`src/rtl/ov7670_config_ctrl_pkg.sv`:
```
// ov7670_config_ctrl_pkg: shared state encoding and ROM constants for the OV7670 config controller
package ov7670_config_ctrl_pkg;
    localparam int ROM_AW = 8;
    localparam logic [15:0] END_MARKER = 16'hFFFF;
    localparam logic [15:0] DELAY_MARKER = 16'hFFF0;
    typedef enum logic [2:0] {
        IDLE,
        FETCH,
        DECODE,
        SEND,
        WAIT_ACK,
        WAIT_DONE,
        DELAY,
        DONE
    } state_t;
endpackage

```
`src/rtl/ov7670_config_ctrl.sv`:
```
// ov7670_config_ctrl: walks a register ROM and issues one SCCB write per entry, honouring delay and end markers
module ov7670_config_ctrl
    import ov7670_config_ctrl_pkg::*;
#(
    parameter int DELAY_CYCLES = 500000,
    parameter logic [7:0] CAM_ID = 8'h42
) (
    input  logic              clk,
    input  logic              rst_n,
    input  logic              start,
    output logic [ROM_AW-1:0] rom_addr,
    input  logic [15:0]       rom_data,
    output logic              sccb_start,
    output logic [7:0]        sccb_id,
    output logic [7:0]        sccb_addr,
    output logic [7:0]        sccb_data,
    input  logic              sccb_ready,
    output logic              busy,
    output logic              done
);
    localparam int CW = $clog2(DELAY_CYCLES + 1);

    state_t            state, state_next;
    logic [ROM_AW-1:0] addr_next, adv_addr;
    logic [CW-1:0]     count, count_next;
    logic [7:0]        reg_addr_next, reg_data_next;
    state_t            adv_state;

    assign sccb_id   = CAM_ID;
    assign busy      = (state != IDLE) && (state != DONE);
    assign done      = state == DONE;
    assign adv_state = (rom_addr == '1) ? DONE : FETCH;
    assign adv_addr  = (rom_addr == '1) ? rom_addr : rom_addr + ROM_AW'(1);

    // State, ROM address, delay counter and latched write fields
    always_ff @(posedge clk or negedge rst_n) begin
        if (!rst_n) begin
            state     <= IDLE;
            rom_addr  <= '0;
            count     <= '0;
            sccb_addr <= '0;
            sccb_data <= '0;
        end else begin
            state     <= state_next;
            rom_addr  <= addr_next;
            count     <= count_next;
            sccb_addr <= reg_addr_next;
            sccb_data <= reg_data_next;
        end
    end

    // Next-state logic; sccb_start is a one-cycle Mealy pulse leaving SEND
    always_comb begin
        state_next    = state;
        addr_next     = rom_addr;
        count_next    = count;
        reg_addr_next = sccb_addr;
        reg_data_next = sccb_data;
        sccb_start    = 1'b0;
        case (state)
            IDLE, DONE: begin
                if (start) begin
                    state_next = FETCH;
                    addr_next  = '0;
                end
            end
            FETCH: state_next = DECODE;
            DECODE: begin
                if (rom_data == END_MARKER) begin
                    state_next = DONE;
                end else if (rom_data == DELAY_MARKER) begin
                    state_next = DELAY;
                    count_next = CW'(DELAY_CYCLES - 1);
                end else begin
                    state_next    = SEND;
                    reg_addr_next = rom_data[15:8];
                    reg_data_next = rom_data[7:0];
                end
            end
            SEND: begin
                if (sccb_ready) begin
                    sccb_start = 1'b1;
                    state_next = WAIT_ACK;
                end
            end
            WAIT_ACK: state_next = sccb_ready ? WAIT_ACK : WAIT_DONE;
            WAIT_DONE: begin
                if (sccb_ready) begin
                    state_next = adv_state;
                    addr_next  = adv_addr;
                end
            end
            DELAY: begin
                if (count == '0) begin
                    state_next = adv_state;
                    addr_next  = adv_addr;
                end else begin
                    count_next = count - CW'(1);
                end
            end
            default: state_next = IDLE;
        endcase
    end
endmodule

```
`config.mk`:
```
export PLATFORM = sky130hd
export DESIGN_NAME = ov7670_config_ctrl
export DESIGN_NICKNAME = d
export VERILOG_FILES = /design/src/rtl/ov7670_config_ctrl_pkg.sv /design/src/rtl/ov7670_config_ctrl.sv
export SDC_FILE = /design/constraint.sdc
export NUM_CORES = 1
export LEC_CHECK = 0
export ABC_AREA = 1
export BUFFER_PORTS_ARGS = -buffer_cell sky130_fd_sc_hd__buf_2
export CAP_MARGIN = 20
export CORE_UTILIZATION = 50
export CTS_BUF_LIST = sky130_fd_sc_hd__clkbuf_2
export DETAILED_ROUTE_END_ITERATION = 6
export HOLD_SLACK_MARGIN = 0.12
export PLACE_DENSITY = 0.73
export REMOVE_ABC_BUFFERS = 1
export SLEW_MARGIN = 25
export SYNTH_ARGS = -nofsm -noshare
export SYNTH_HDL_FRONTEND = slang
export SYNTH_SLANG_ARGS = --single-unit
```
`constraint.sdc`:
```
create_clock -name clk -period 3.5 [get_ports clk]
set_input_delay 0.175 -clock clk [delete_from_list [all_inputs] [get_ports clk]]
set_output_delay 0.175 -clock clk [all_outputs]
set_load 0.01 [all_outputs]
```
==> flow_metrics.tcl <==
set metrics [dict create \
    setup_viol 0 \
    post-route-min-period_ns 2.373 \
    ys_ff_latch 46 \
    ff2ff_setup_slack_ns 1.13 \
    syn_to_final_growth_pct 16.64 \
    grt_pass1_wl_mm 11.25 \
    h-tree-depth 2 \
    vias 2662 \
    rr_endpoint "count[10]" \
    drt-pass1-iter-count 5 \
    grt_overflow_total 0 \
    drive_above_1_share_pct 14.56 \
    grt_max_degree 31 \
    finalCritPeriodShare_pct 67.79 \
    vdd_drop_max_mv 0.3698 \
    r2r_cells 6 \
    path_clk_slew_ns 0.25 \
    leakage_nw 1.711 \
    relSlewSlack_pct 61.74 \
    ys_seq_area_share_pct 40.71 \
    antenna_found_initial 0 \
    grt_use_total_pct 23.55 \
    hold_violations 0 \
    cts_tree "built" \
    setup_tns_ns 0 \
    yosysTopAreaCellShare_pct 40.71 \
    crit_path_max_incr_delay_ns 0.57 \
    die_w_um 77.20 \
    critPathCaptureType "flop" \
    startpoint_type "flop" \
    cts-root-buf "clkbuf_2" \
    cts_made_buffers 5 \
    start_util_pct 51.67 \
    hpwl_mm 4.587 \
    worst-setup-path-type "reg -> reg" \
    cp_max_fo 17 \
    port_buffers 46 \
    crit_cells 6 \
    io_pins 55 \
    dr.first_iter.drc_count 182 \
    crit_slowest_cell "dfrtp_1" \
    powerDensity_nw_per_um2 586.3 \
    drv_slew 0 \
    place_congestion 0.8730 \
    dieArea_um2 5960 \
    synth_area_leaders "dfrtp_1, nand2_1, nand3_1" \
    synth_top_area_cell "dfrtp_1" \
    postRouteAntennaNets 0 \
    hold_slack_ns 0.1739 \
    synthCells 408 \
    clk_latency_ns 0.42 \
    rsz0062_at_grt "no" \
    layout.nets 488 \
    ctsHoldBuffers 17 \
    cp-endpoint "count[10]" \
    worstPathArrival_ns 2.72 \
    wl_per_cell_um 11.98 \
    cts.sinks 46 \
    fmax_ghz 0.4215 \
    crit_buf_inv 1 \
    syn-cell-area_um2 2828 \
    drt_wl_total_mm 6.458 \
    r2r_start "state[0]" \
    syn_avg_cell_area_um2 6.931 \
    core_um2 5473 \
    synth_warnings 0 \
    clock_path_buffers 2 \
    tightest_slew_ns 0.5725 \
    fp.dieH_um 77.20 \
    drv_cap 0 \
    post_cts_resized 0 \
    vias_per_cell 4.939 \
    path_cells "nor3_4 -> nand3_1 -> nand2_4 -> inv_1 -> nand2_1 -> o21ai_0" \
    cp_top_family "simple AND/OR/NAND/NOR gates" \
    status "completed" \
    required_ns 3.84 \
    grt_pass1_vias 2504 \
    crit_start "state[0]" \
    n_antenna_cell 0 \
    fp-row-count 27 \
    fin_worst_skew_ns 0.02336 \
    hold_path.class "in -> async" \
    synth_cell_type_count 28 \
    cts_setup_buffers 0 \
    route.detailed.drc 0 \
]
[Yosys cell counts, drive strengths merged]
cell type    n
nand2      135
nor2        60
nand3       47
dfrtp       46
inv         46
o21ai       20
buf         14
nand4       13
nor3         8
clkbuf       5
xor2         4
conb         2
ha           2
a21oi        1
nand3b       1
nor4         1
o2111ai      1
o21bai       1
xnor2        1
[cell families (layout without fill, tap and decap cells)]
kind of cell	Yosys count	after routing	share of synthesized area, %
adders and majority gates	2	2	0.8848
buffers and inverters	65	118	10.71
xor gates and xnor gates	5	5	1.549
AOI/OAI and AO/OA	23	23	4.425
and+or+nand+nor	265	265	41.46
DFF	46	46	40.71
other	2	8	0.2656
[per-stage QoR]
step           instances  power (mW)  setup slack [ns]  util (%)  instance area [µm²]
2_1_floorplan        395       1.354             1.584         -                 2720
3_3_place_gp         513       1.601             1.269     55.56                 3040
3_5_place_dp         514       1.627             1.190     55.92                 3060
4_1_cts              539       1.943             1.175     60.27                 3298
5_1_grt              539       2.096            0.8781     60.27                 3298
6_report             539       1.934             1.127     60.27                 3298
[cell usage in the layout, fill, tap and decap left out, types with 3 or more instances in the layout]
cell,count
buf_2,46
clkbuf_2,6
conb_1,8
dfrtp_1,46
dlygate4sd3_1,17
inv_1,43
inv_2,3
nand2_1,133
nand3_1,46
nand4_1,13
nor2_1,56
nor3_1,6
o21ai_0,12
o21ai_1,8
xor2_1,4
[report_power, final]
part           switching, mW  internal [mW]  leakage (nW)
sequential             0.129          0.680         0.571
clock                  0.179          0.123        0.0392
combinational          0.538          0.284          1.10
total                  0.846           1.09          1.71
[state kept, by name, summed over array words and instances (netlist names)]
signal / count
rom_addr: 8
state: 3
count: 19
sccb_data: 8
sccb_addr: 8
[layout make-up]
class,count,area [µm²]
Clock inverter,2,37.54
Fill cell,507,2175
Tap cell,72,90.09
Inverter,46,172.7
Timing Repair Buffer,64,420.4
Clock buffer,6,30.03
Sequential cell,46,1151
Multi-Input combinational cell,303,1396
[per-layer routing]
layer / vias up / GRT usage, % / share of wire (%)
met5: - / 0 / 0
met4: 0 / 6.792 / 1.3
met3: 6 / 3.333 / 3.3
met2: 58 / 40.27 / 48
met1: 1208 / 30.82 / 47
li1: 1390 / - / -
[worst min path at each step]
| stage | end | cells past startpoint |
|---|---|---|
| 2_1_floorplan | count[0] | 0 |
| 3_3_place_gp | sccb_data[1] | 1 |
| 3_5_place_dp | count[5] | 1 |
| 4_1_cts | state[1] | 5 |
| 5_1_grt | count[15] | 2 |
| 6_report | count[15] | 2 |
Power figures use the tool's default switching activity.
